<file path="src/rtl/debounced_pio_irq_if.sv">
// Avalon-MM slave bus bundle for debounced_pio_irq.
//   avs_address   : word address (0..7)
//   avs_read      : read strobe, data returned on avs_readdata one cycle later
//   avs_write     : write strobe
//   avs_writedata : write data
//   avs_readdata  : registered read data, held between reads
//   irq           : level interrupt to the processor, active high
interface debounced_pio_irq_if;
  logic [2:0]  avs_address;
  logic        avs_read;
  logic        avs_write;
  logic [31:0] avs_writedata;
  logic [31:0] avs_readdata;
  logic        irq;

  modport master (
    output avs_address, avs_read, avs_write, avs_writedata,
    input  avs_readdata, irq
  );

  modport slave (
    input  avs_address, avs_read, avs_write, avs_writedata,
    output avs_readdata, irq
  );
endinterface

</file>
<file path="src/rtl/debounced_pio_irq.sv">
// Parallel I/O block with per-channel synchronisation, debounce, rise/fall
// edge capture, a maskable level interrupt and atomic set/clear of outputs.
//   clk       : system clock
//   reset     : synchronous, active-high; clears all state
//   avs       : Avalon-MM slave bus plus irq (see debounced_pio_irq_if)
//   in_port   : asynchronous inputs (keys, switches)
//   out_port  : registered outputs (LEDs), mirrors the OUT register
// Register map (word address): 0 DATA, 1 OUT, 2 MASK, 3 EDGE (W1C),
// 4 RISE_EN, 5 FALL_EN, 6 OUT_SET, 7 OUT_CLR.
module debounced_pio_irq #(
  parameter int N_IN            = 10,
  parameter int N_OUT           = 10,
  parameter int DEBOUNCE_CYCLES = 50000,
  parameter int CNT_W           = 16
) (
  input  logic                 clk,
  input  logic                 reset,
  debounced_pio_irq_if.slave   avs,
  input  logic [N_IN-1:0]      in_port,
  output logic [N_OUT-1:0]     out_port
);

  localparam int DB_LAST = (DEBOUNCE_CYCLES > 0) ? DEBOUNCE_CYCLES - 1 : 0;
  localparam logic [CNT_W-1:0] CNT_LAST = DB_LAST[CNT_W-1:0];

  localparam logic [2:0] A_DATA    = 3'd0;
  localparam logic [2:0] A_OUT     = 3'd1;
  localparam logic [2:0] A_MASK    = 3'd2;
  localparam logic [2:0] A_EDGE    = 3'd3;
  localparam logic [2:0] A_RISE_EN = 3'd4;
  localparam logic [2:0] A_FALL_EN = 3'd5;
  localparam logic [2:0] A_OUT_SET = 3'd6;
  localparam logic [2:0] A_OUT_CLR = 3'd7;

  logic [N_IN-1:0]             sync1_q, sync1_d;
  logic [N_IN-1:0]             sync2_q, sync2_d;
  logic [N_IN-1:0]             stable_q, stable_d;
  logic [N_IN-1:0]             stable_dly_q, stable_dly_d;
  logic [N_IN-1:0][CNT_W-1:0]  cnt_q, cnt_d;
  logic [N_OUT-1:0]            out_q, out_d;
  logic [N_IN-1:0]             mask_q, mask_d;
  logic [N_IN-1:0]             edge_q, edge_d;
  logic [N_IN-1:0]             rise_en_q, rise_en_d;
  logic [N_IN-1:0]             fall_en_q, fall_en_d;
  logic [31:0]                 readdata_q, readdata_d;
  logic                        irq_q, irq_d;

  logic [N_IN-1:0]             wdata_in;
  logic [N_OUT-1:0]            wdata_out;
  logic [N_IN-1:0]             rise, fall, edge_set, edge_clr;
  logic                        wr_out, wr_mask, wr_edge, wr_rise, wr_fall, wr_set, wr_clr;

  // Writedata bits above the channel widths are intentionally dropped.
  logic unused_wdata;
  assign unused_wdata = ^avs.avs_writedata;

  assign wdata_in  = avs.avs_writedata[N_IN-1:0];
  assign wdata_out = avs.avs_writedata[N_OUT-1:0];

  always_comb begin
    wr_out  = avs.avs_write && (avs.avs_address == A_OUT);
    wr_mask = avs.avs_write && (avs.avs_address == A_MASK);
    wr_edge = avs.avs_write && (avs.avs_address == A_EDGE);
    wr_rise = avs.avs_write && (avs.avs_address == A_RISE_EN);
    wr_fall = avs.avs_write && (avs.avs_address == A_FALL_EN);
    wr_set  = avs.avs_write && (avs.avs_address == A_OUT_SET);
    wr_clr  = avs.avs_write && (avs.avs_address == A_OUT_CLR);
  end

  // Input path: two-flop synchroniser then per-channel debounce counter.
  always_comb begin
    sync1_d      = in_port;
    sync2_d      = sync1_q;
    stable_d     = stable_q;
    stable_dly_d = stable_q;
    cnt_d        = cnt_q;
    for (int i = 0; i < N_IN; i++) begin
      if (DEBOUNCE_CYCLES == 0) begin
        stable_d[i] = sync2_q[i];
        cnt_d[i]    = '0;
      end else if (sync2_q[i] == stable_q[i]) begin
        // Any return to the accepted level restarts the count.
        cnt_d[i] = '0;
      end else if (cnt_q[i] == CNT_LAST) begin
        stable_d[i] = sync2_q[i];
        cnt_d[i]    = '0;
      end else begin
        cnt_d[i] = cnt_q[i] + CNT_W'(1);
      end
    end
  end

  // Edge capture: a new edge beats a simultaneous write-1-to-clear.
  always_comb begin
    rise     = stable_q & ~stable_dly_q;
    fall     = ~stable_q & stable_dly_q;
    edge_set = (rise & rise_en_q) | (fall & fall_en_q);
    edge_clr = wr_edge ? wdata_in : '0;
    edge_d   = (edge_q & ~edge_clr) | edge_set;
    irq_d    = |(edge_q & mask_q);
  end

  // Register writes.
  always_comb begin
    out_d     = out_q;
    mask_d    = mask_q;
    rise_en_d = rise_en_q;
    fall_en_d = fall_en_q;
    if (wr_out)  out_d     = wdata_out;
    if (wr_set)  out_d     = out_q | wdata_out;
    if (wr_clr)  out_d     = out_q & ~wdata_out;
    if (wr_mask) mask_d    = wdata_in;
    if (wr_rise) rise_en_d = wdata_in;
    if (wr_fall) fall_en_d = wdata_in;
  end

  // Read mux samples the current register values, so a read alongside a
  // write to the same register returns the pre-write contents.
  always_comb begin
    readdata_d = readdata_q;
    if (avs.avs_read) begin
      case (avs.avs_address)
        A_DATA:    readdata_d = 32'(stable_q);
        A_OUT:     readdata_d = 32'(out_q);
        A_MASK:    readdata_d = 32'(mask_q);
        A_EDGE:    readdata_d = 32'(edge_q);
        A_RISE_EN: readdata_d = 32'(rise_en_q);
        A_FALL_EN: readdata_d = 32'(fall_en_q);
        default:   readdata_d = '0;
      endcase
    end
  end

  always_ff @(posedge clk) begin
    if (reset) begin
      sync1_q      <= '0;
      sync2_q      <= '0;
      stable_q     <= '0;
      stable_dly_q <= '0;
      cnt_q        <= '0;
      out_q        <= '0;
      mask_q       <= '0;
      edge_q       <= '0;
      rise_en_q    <= '0;
      fall_en_q    <= '0;
      readdata_q   <= '0;
      irq_q        <= 1'b0;
    end else begin
      sync1_q      <= sync1_d;
      sync2_q      <= sync2_d;
      stable_q     <= stable_d;
      stable_dly_q <= stable_dly_d;
      cnt_q        <= cnt_d;
      out_q        <= out_d;
      mask_q       <= mask_d;
      edge_q       <= edge_d;
      rise_en_q    <= rise_en_d;
      fall_en_q    <= fall_en_d;
      readdata_q   <= readdata_d;
      irq_q        <= irq_d;
    end
  end

  assign out_port         = out_q;
  assign avs.avs_readdata = readdata_q;
  assign avs.irq          = irq_q;

endmodule
</file>
<file path="src/flat_wrapper.sv">
// flat-port wrapper written by rule: the top's interface ports become plain ports
module debounced_pio_irq_flat 
#(
  parameter int N_IN            = 10,
  parameter int N_OUT           = 10,
  parameter int DEBOUNCE_CYCLES = 50000,
  parameter int CNT_W           = 16
)
  (clk, reset, in_port, out_port, avs_avs_address, avs_avs_read, avs_avs_write, avs_avs_writedata, avs_avs_readdata, avs_irq);
  debounced_pio_irq_if avs_i ();
  input  logic clk;
  input  logic reset;
  input  logic [N_IN-1:0] in_port;
  output logic [N_OUT-1:0] out_port;
  input wire logic [$bits(avs_i.avs_address)-1:0] avs_avs_address;
  input wire logic [$bits(avs_i.avs_read)-1:0] avs_avs_read;
  input wire logic [$bits(avs_i.avs_write)-1:0] avs_avs_write;
  input wire logic [$bits(avs_i.avs_writedata)-1:0] avs_avs_writedata;
  output wire logic [$bits(avs_i.avs_readdata)-1:0] avs_avs_readdata;
  output wire logic [$bits(avs_i.irq)-1:0] avs_irq;
  assign avs_i.avs_address = avs_avs_address;
  assign avs_i.avs_read = avs_avs_read;
  assign avs_i.avs_write = avs_avs_write;
  assign avs_i.avs_writedata = avs_avs_writedata;
  assign avs_avs_readdata = avs_i.avs_readdata;
  assign avs_irq = avs_i.irq;
  debounced_pio_irq #(.N_IN(N_IN), .N_OUT(N_OUT), .DEBOUNCE_CYCLES(DEBOUNCE_CYCLES), .CNT_W(CNT_W)) u_core (.clk(clk), .reset(reset), .avs(avs_i), .in_port(in_port), .out_port(out_port));
endmodule
</file>
<file path="config.mk">
export PLATFORM = sky130hd
export DESIGN_NAME = debounced_pio_irq_flat
export DESIGN_NICKNAME = d
export VERILOG_FILES = /design/src/rtl/debounced_pio_irq_if.sv /design/src/rtl/debounced_pio_irq.sv /design/src/flat_wrapper.sv
export SDC_FILE = /design/constraint.sdc
export NUM_CORES = 1
export LEC_CHECK = 0
export ABC_AREA = 0
export BUFFER_PORTS_ARGS = -buffer_cell sky130_fd_sc_hd__clkbuf_2
export CAP_MARGIN = 20
export CORE_MARGIN = 2
export CORE_UTILIZATION = 64
export CTS_CLUSTER_DIAMETER = 200
export DETAILED_ROUTE_END_ITERATION = 10
export GPL_TIMING_DRIVEN = 1
export PLACE_DENSITY = 0.8
export SLEW_MARGIN = 20
export SYNTH_ARGS = -nofsm -noshare
export SYNTH_HDL_FRONTEND = slang
export SYNTH_SLANG_ARGS = --single-unit
</file>
<file path="constraint.sdc">
create_clock -name clk -period 4.4 [get_ports clk]
set_input_delay 1.32 -clock clk [delete_from_list [all_inputs] [get_ports clk]]
set_output_delay 1.32 -clock clk [all_outputs]
set_load 0.01 [all_outputs]
</file>
==> flow_summary.rst, run 1 <==
.. list-table::
   :header-rows: 1

   * - Metric
     - Value
   * - Run status
     - finished clean
   * - Pins Over Slew Limit
     - 0
   * - Sum of internal, switching and leakage power
     - 5.118 mW
   * - Count of cells along the worst hold path
     - 1
   * - Number of placement rows
     - 48
   * - Measured slew at the worst slew-check pin
     - 1.050 ns
   * - Worst R2R Setup Slack
     - 2.22 ns
   * - Worst Hold End
     - u_core.sync2_q[2]$_SDFF_PP0_
   * - Compound-Gate Fraction of Synth Area
     - 0.06901
   * - Worst r2r src
     - u_core.cnt_q[144]$_SDFF_PP0_
   * - DRC violation total after the first TritonRoute iteration
     - 635
   * - Leakage
     - 4.217 nW
   * - Setup_tns
     - 0 ns
   * - Synth area leader
     - dfxtp_1
   * - Post-route fraction of the period consumed by the critical path
     - 0.6604
   * - Gr ovfl total
     - 0
   * - Wire length of the first global-routing pass
     - 38,780 um
   * - Sequence of cells on the critical path
     - clkbuf_2, nand2_1, or3_1, nand2_1, a221oi_1
   * - Die width
     - 137.7 um
   * - Synth warnings
     - 0
   * - Largest cells by area after synthesis
     - dfxtp_1, xnor2_1, nor2_1
   * - Num CTS Buffers
     - 28
   * - Area grow syn2layout
     - 10.87%
   * - Final setup violation count
     - 0
   * - Power density over the cells
     - 403.5 nW/um2
   * - H-tree lvl count
     - 1
   * - Synth top cells by count
     - dfxtp_1, nor2_1, nand2_1
   * - CORE AREA
     - 17,420 um2
   * - Die span in y
     - 137.7 um
   * - Worst rel slew slack
     - 0.2966
   * - Inserted Diodes
     - 0
   * - Count of unique library cells instantiated by Yosys
     - 58
   * - Number of enable flip-flop cells after synthesis
     - 0
   * - Worst IR Drop VDD
     - 475.9 uV
   * - Initial antenna violation count
     - 0
   * - Leading register cell type out of synthesis
     - dfxtp_1
   * - Maximum achievable frequency
     - 344.2 MHz
   * - Most frequently used cell type in the post-synthesis netlist
     - dfxtp_1
   * - Pin count of the biggest net entering global routing
     - 51
   * - Kind of critical path
     - input pin to flip-flop
   * - Fraction of synthesized cell area in xor and xnor cells
     - 0.1087
   * - Class of the tightest hold or removal check
     - flip-flop to flip-flop
   * - Setup repair after global routing missed its margin
     - no
   * - Data arrival time of the critical path
     - 3.28 ns
   * - Area share of and/or/nand/nor cells after synthesis
     - 0.2800
   * - Reg2Reg Depth
     - 5
   * - Synthesized cell area
     - 11,440 um2
   * - Count of buffer and inverter cells on the critical path
     - 1
   * - Synth Area in Adders
     - 0.01094
   * - # hold bufs at CTS
     - 0
   * - Library cell used as clock root buffer
     - clkbuf_16
   * - Top cell family by delay on the critical path
     - simple AND/OR/NAND/NOR gates
   * - Avg Vias per Cell
     - 5.708
   * - CP max stage delay
     - 0.68 ns
   * - Gpl congestion
     - 0.8751
   * - Number of post-CTS setup repair buffers
     - 0
   * - Post-synthesis sequential area ratio
     - 0.4567
   * - Remaining antenna violation count after routing
     - 0
   * - Gate Count Post-Synth
     - 1,311
   * - Async S/R FF share, synth
     - 0
   * - Total half-perimeter wirelength after legalization and detailed placement
     - 15,270 um
   * - Die area
     - 18,960 um2
   * - Worst-case clock buffer depth
     - 3
   * - Sink Count
     - 261
   * - Clock Latency Late Sink
     - 0.53 ns
   * - Top fanout value on the critical path
     - 23
   * - Detailed-route wire length per cell
     - 14.90 um
   * - Number of optimization iterations in the first detailed-route pass
     - 5
   * - Via count of the first global-routing pass
     - 8,338
   * - Layout Skew
     - 0.009811 ns
   * - Initial cell density of the core
     - 0.6569
   * - Share of layout cells above drive strength 1
     - 0.09158
   * - Kind of end point of the critical path
     - flip-flop
   * - Terminus of the critical flop-to-flop path
     - u_core.cnt_q[155]$_SDFF_PP0_
   * - Largest family of logic cells by synthesized area
     - simple AND/OR/NAND/NOR gates
   * - Hold_ws
     - 0.4417 ns
   * - Data required time at the worst endpoint
     - 4.77 ns
   * - Port buffer count
     - 47
   * - Startpoint class of the critical path
     - input pin
   * - Routed WL
     - 23,690 um
   * - CTS tree
     - built
   * - Worst Min Path Start
     - u_core.sync1_q[2]$_SDFF_PP0_
   * - Number of hold violations in the final report
     - 0
   * - Yosys top cell area share
     - 0.4567
   * - Synthesized area divided by synthesized cell count
     - 8.727 um2
   * - Fraction of synthesized area in multiplexers
     - 0.02898
   * - Net total in the final layout
     - 1,402
   * - GRT Resource Usage Total
     - 0.2482
   * - Post_cts resized
     - 0
   * - Number of max-capacitance violations reported
     - 0
   * - Number of vias after detailed routing
     - 9,076
   * - Time the final worst path needs with I/O delays and setup
     - 2.906 ns
   * - Worst-path cell with the longest stage delay
     - or3_1
   * - Cell repeated most along the worst path
     - nand2_1
   * - DRC violation count after routing
     - 0
   * - CTS clock-pin slew for the worst setup and hold paths
     - 0.06 ns
   * - Top-level port count
     - 92
   * - Post-synthesis register bit count
     - 261
==> cell usage in the layout (no fill, tap or decap), types with 27 or more instances in the layout <==
master / Yosys / routed
a21oi_1: 53 / 53
clkbuf_16: 0 / 29
clkbuf_2: 0 / 46
dfxtp_1: 261 / 261
inv_1: 27 / 27
nand2_1: 146 / 146
nand3_1: 61 / 61
nand4_1: 44 / 44
nor2_1: 195 / 195
nor2b_1: 33 / 33
nor3_1: 34 / 34
nor4_1: 30 / 30
o21ai_0: 30 / 30
xnor2_1: 103 / 103
xor2_1: 39 / 39
==> per-layer routing <==
| layer | vias to the layer above | track usage | wire length [um] | share of wire |
|---|---|---|---|---|
| met3 | 64 | 0.04084 | 1182 | 0.050 |
| met2 | 213 | 0.4113 | 11200 | 0.47 |
| met1 | 4219 | 0.3270 | 10560 | 0.45 |
| met4 | 0 | 0.09240 | 738 | 0.031 |
| li1 | 4580 | - | - | - |
| met5 | - | 0 | 0 | 0 |
==> worst register-to-register path, cell delays in order, from the launching register on <==
cell     delay [ns]
dfxtp_1        0.40
ha_1           0.21
nand3_1        0.26
nor4_1         0.55
or3_1          0.52
nor2_1         0.12
==> stage by stage <==
| stage | cell area [um2] | setup slack (ns) | std cells | utilization |
|---|---|---|---|---|
| floorplan | 11520 | 1.797 | 1332 | - |
| global placement | 11670 | 1.044 | 1538 | 0.6698 |
| detailed placement | 11670 | 1.021 | 1538 | 0.6698 |
| CTS | 12680 | 1.569 | 1590 | 0.7283 |
| global route | 12680 | 1.407 | 1590 | 0.7283 |
| finish | 12680 | 1.494 | 1590 | 0.7283 |
==> power by group <==
part | leakage [nW] | switching (mW) | internal (mW)
clock | 0.509 | 0.950 | 1.58
combinational | 1.60 | 0.120 | 0.0573
sequential | 2.11 | 0.0216 | 2.39
==> cell families after synthesis <==
kind of cell | count (synthesis)
flops | 261
simple gates | 639
fa+ha+maj | 10
buf+inv | 99
other cells | 1
compound gates | 131
xor+xnor | 142
mux | 28
==> final cells by class <==
class	count	area [um2]
repair buffers	53	282.8
clock inverters	17	220.2
multi-input cells	972	5776
inverters	27	101.3
flip-flops and latches	261	5225
well taps	225	281.5
clock buffers	35	798.3
fillers	1314	4732
==> state kept, by name (all words and copies together) (netlist names), 10 cells and up <==
register                 count
u_core.sync1_q              10
u_core.out_port             10
u_core.rise_en_q            10
u_core.cnt_q               160
u_core.stable_dly_d         10
u_core.avs.avs_readdata     10
u_core.mask_q               10
u_core.fall_en_q            10
u_core.sync2_q              10
u_core.edge_q               10
u_core.stable_dly_q         10
==> worst max-delay path by stage <==
stage / to / depth (start not counted) / slack, ns / startpoint
after floorplan: u_core.stable_dly_d[0]$_SDFFE_PP0P_ / 5 / 1.80 / reset
after global placement: u_core.out_port[7]$_SDFFE_PP0P_ / 5 / 1.04 / avs_avs_address[0]
after detailed placement: u_core.out_port[1]$_SDFFE_PP0P_ / 5 / 1.02 / avs_avs_address[0]
after CTS: u_core.out_port[6]$_SDFFE_PP0P_ / 5 / 1.57 / avs_avs_address[0]
after global routing: u_core.out_port[1]$_SDFFE_PP0P_ / 5 / 1.41 / avs_avs_address[0]
final: u_core.out_port[6]$_SDFFE_PP0P_ / 5 / 1.49 / avs_avs_address[0]
(Power assumes the default switching activity.)
==> run 2: changes to the inputs <==
--- a/config.mk
+++ b/config.mk
@@ -9,11 +9,11 @@
 export BUFFER_PORTS_ARGS = -buffer_cell sky130_fd_sc_hd__clkbuf_2
 export CAP_MARGIN = 20
 export CORE_MARGIN = 2
-export CORE_UTILIZATION = 64
+export CORE_UTILIZATION = 54
 export CTS_CLUSTER_DIAMETER = 200
 export DETAILED_ROUTE_END_ITERATION = 10
 export GPL_TIMING_DRIVEN = 1
-export PLACE_DENSITY = 0.8
+export PLACE_DENSITY = 0.72
 export SLEW_MARGIN = 20
 export SYNTH_ARGS = -nofsm -noshare
 export SYNTH_HDL_FRONTEND = slang
==> constraint.sdc (replaced) <==
create_clock -name clk -period 2.5 [get_ports clk]
set_input_delay 0.75 -clock clk [delete_from_list [all_inputs] [get_ports clk]]
set_output_delay 0.75 -clock clk [all_outputs]
set_load 0.01 [all_outputs]
==> flow_summary.rst, run 2 (synthesis results as in run 1) <==
.. list-table::
   :header-rows: 1

   * - Metric
     - Value
   * - Data required time at the worst endpoint
     - 2.89 ns (was 4.77 ns)
   * - Wire length of the first global-routing pass
     - 39,830 um (was 38,780 um)
   * - Kind of critical path
     - flip-flop to flip-flop (was input pin to flip-flop)
   * - Setup repair after global routing missed its margin
     - no (unchanged)
   * - Initial cell density of the core
     - 0.5477 (was 0.6569)
   * - Worst Min Path Start
     - in_port[2] (was u_core.sync1_q[2]$_SDFF_PP0_)
   * - CTS clock-pin slew for the worst setup and hold paths
     - 0.06 ns (about the same)
   * - Routed length on met1
     - 11,070 um (was 10,560 um)
   * - Number of placement rows
     - 53 (was 48)
   * - Number of flip-flops under the largest register name
     - 160 (unchanged)
   * - Die span in y
     - 149.6 um (was 137.7 um)
   * - Initial antenna violation count
     - 0 (unchanged)
   * - Worst IR Drop VDD
     - 613.4 uV (was 475.9 uV)
   * - Setup_tns
     - 0 ns (unchanged)
   * - Via count of the first global-routing pass
     - 8,286 (was 8,338)
   * - Worst-case clock buffer depth
     - 3 (unchanged)
   * - Maximum achievable frequency
     - 495.1 MHz
   * - Top-level port count
     - 92 (unchanged)
   * - Startpoint class of the critical path
     - flip-flop (was input pin)
   * - H-tree lvl count
     - 1 (unchanged)
   * - Launch point of the critical path
     - u_core.cnt_q[59]$_SDFF_PP0_ (was avs_avs_address[0])
   * - Number of hold violations in the final report
     - 0 (unchanged)
   * - Least setup slack across all paths after layout
     - 0.4803 ns (was 1.494 ns)
   * - Measured slew at the worst slew-check pin
     - 0.5322 ns (was 1.050 ns)
   * - Final setup violation count
     - 0 (unchanged)
   * - DRC violation total after the first TritonRoute iteration
     - 563 (was 635)
   * - Worst R2R Setup Slack
     - 0.48 ns (was 2.22 ns)
   * - CTS tree
     - built (unchanged)
   * - Clock Latency Late Sink
     - 0.54 ns (was 0.53 ns)
   * - Power density over the cells
     - 715.5 nW/um2 (was 403.5 nW/um2)
   * - Port buffer count
     - 47 (unchanged)
   * - Post_cts resized
     - 0 (unchanged)
   * - Detailed-route wire length per cell
     - 14.64 um (was 14.90 um)
   * - Worst rel slew slack
     - 0.6452 (was 0.2966)
   * - Die width
     - 149.6 um (was 137.7 um)
   * - Remaining antenna violation count after routing
     - 0 (unchanged)
   * - Pre-CTS worst setup slack
     - 0.2872 ns (was 1.021 ns)
   * - Sink Count
     - 261 (unchanged)
   * - Met2 wire len
     - 11,360 um (was 11,200 um)
   * - Area grow syn2layout
     - 13.32% (was 10.87%)
   * - # hold bufs at CTS
     - 0 (unchanged)
   * - Number of max-capacitance violations reported
     - 0 (unchanged)
   * - Number of optimization iterations in the first detailed-route pass
     - 5 (unchanged)
   * - Highest routed layer
     - met4 (unchanged)
   * - Num CTS Buffers
     - 28 (unchanged)
   * - GRT Resource Usage Total
     - 0.2131 (was 0.2482)
   * - Register name with the most flops
     - u_core.cnt_q (unchanged)
   * - Worst r2r src
     - u_core.cnt_q[59]$_SDFF_PP0_ (was u_core.cnt_q[144]$_SDFF_PP0_)
   * - DRC violation count after routing
     - 0 (unchanged)
   * - Die area
     - 22,370 um2 (was 18,960 um2)
   * - Top fanout value on the critical path
     - 16 (was 23)
   * - Number of vias after detailed routing
     - 9,078 (was 9,076)
   * - Gr ovfl total
     - 0 (unchanged)
   * - Total half-perimeter wirelength after legalization and detailed placement
     - 16,260 um (was 15,270 um)
   * - Routed WL
     - 24,280 um (was 23,690 um)
   * - Leakage
     - 4.335 nW (was 4.217 nW)
   * - Pin count of the biggest net entering global routing
     - 28 (was 51)
   * - Inserted Diodes
     - 0 (unchanged)
   * - Wire length on met3
     - 1172 um (was 1182 um)
   * - CORE AREA
     - 20,890 um2 (was 17,420 um2)
   * - Kind of end point of the critical path
     - flip-flop (unchanged)
   * - Gpl congestion
     - 0.8483 (was 0.8751)
   * - Data arrival time of the critical path
     - 2.41 ns (was 3.28 ns)
   * - Net total in the final layout
     - 1,423 (was 1,402)
   * - Number of post-CTS setup repair buffers
     - 0 (unchanged)
   * - Class of the tightest hold or removal check
     - input pin to flip-flop (was flip-flop to flip-flop)
   * - Avg Vias per Cell
     - 5.475 (was 5.708)
   * - Pins Over Slew Limit
     - 0 (unchanged)
   * - Library cell used as clock root buffer
     - clkbuf_16 (unchanged)
   * - Layout Skew
     - 0.009665 ns (was 0.009811 ns)
   * - Share of layout cells above drive strength 1
     - 0.1012 (was 0.09158)
   * - Highest-count cells in the layout ignoring fill and taps
     - dfxtp_1, nor2_1, nand2_1 (unchanged)
   * - Time the final worst path needs with I/O delays and setup
     - 2.020 ns
   * - Run status
     - finished clean (unchanged)
   * - Most common library cell in the layout ignoring fill and taps
     - dfxtp_1 (unchanged)
   * - Post-route fraction of the period consumed by the critical path
     - 0.8079
## run 2: metrics by stage
stage	util	cell area [um2]	instances	hold slack, ns	power (mW)
floorplan	-	11520	1332	0.4138	4.561
global placement	0.5696	11900	1609	0.4165	4.659
detailed placement	0.5696	11900	1609	0.4237	4.666
CTS	0.6207	12960	1658	0.4111	9.353
global route	0.6207	12960	1658	0.4232	9.535
finish	0.6207	12960	1658	0.4303	9.276
## run 2: area by class of cell
cell class / count / area, um2
clock buffer: 41 / 850.8
clock inverter: 8 / 215.2
fill: 1780 / 7924
inverter: 27 / 101.3
multi-input combinational: 972 / 5776
sequential: 261 / 5225
tap: 275 / 344.1
timing repair buffer: 74 / 452.9
## run 2: where the power goes
group	internal, mW	leakage, nW	switching, mW
clock network	3.05	0.522	1.64
registers	4.21	2.11	0.0368
logic	0.116	1.70	0.217
total	7.38	4.33	1.90
## run 2: worst max-delay path, stage by stage, from the launching register on
cell,delay [ns]
dfxtp_1,0.36
or4_1,0.55
nor4_2,0.35
or3_1,0.51
nor2_1,0.11
## run 2: final timing paths
kind,cells after the start,endpoint
worst min-delay path,2,u_core.sync1_q[2]$_SDFF_PP0_
worst max register to register,4,u_core.cnt_q[50]$_SDFF_PP0_
worst max-delay path,4,u_core.cnt_q[50]$_SDFF_PP0_
worst min register to register,1,u_core.sync2_q[0]$_SDFF_PP0_
## run 2: layer usage
metal / global-route usage / vias to the layer above
li1: - / 4605
met1: 0.2775 / 4246
met2: 0.3592 / 188
met3: 0.03994 / 39
met4: 0.06524 / 0
met5: 0 / -
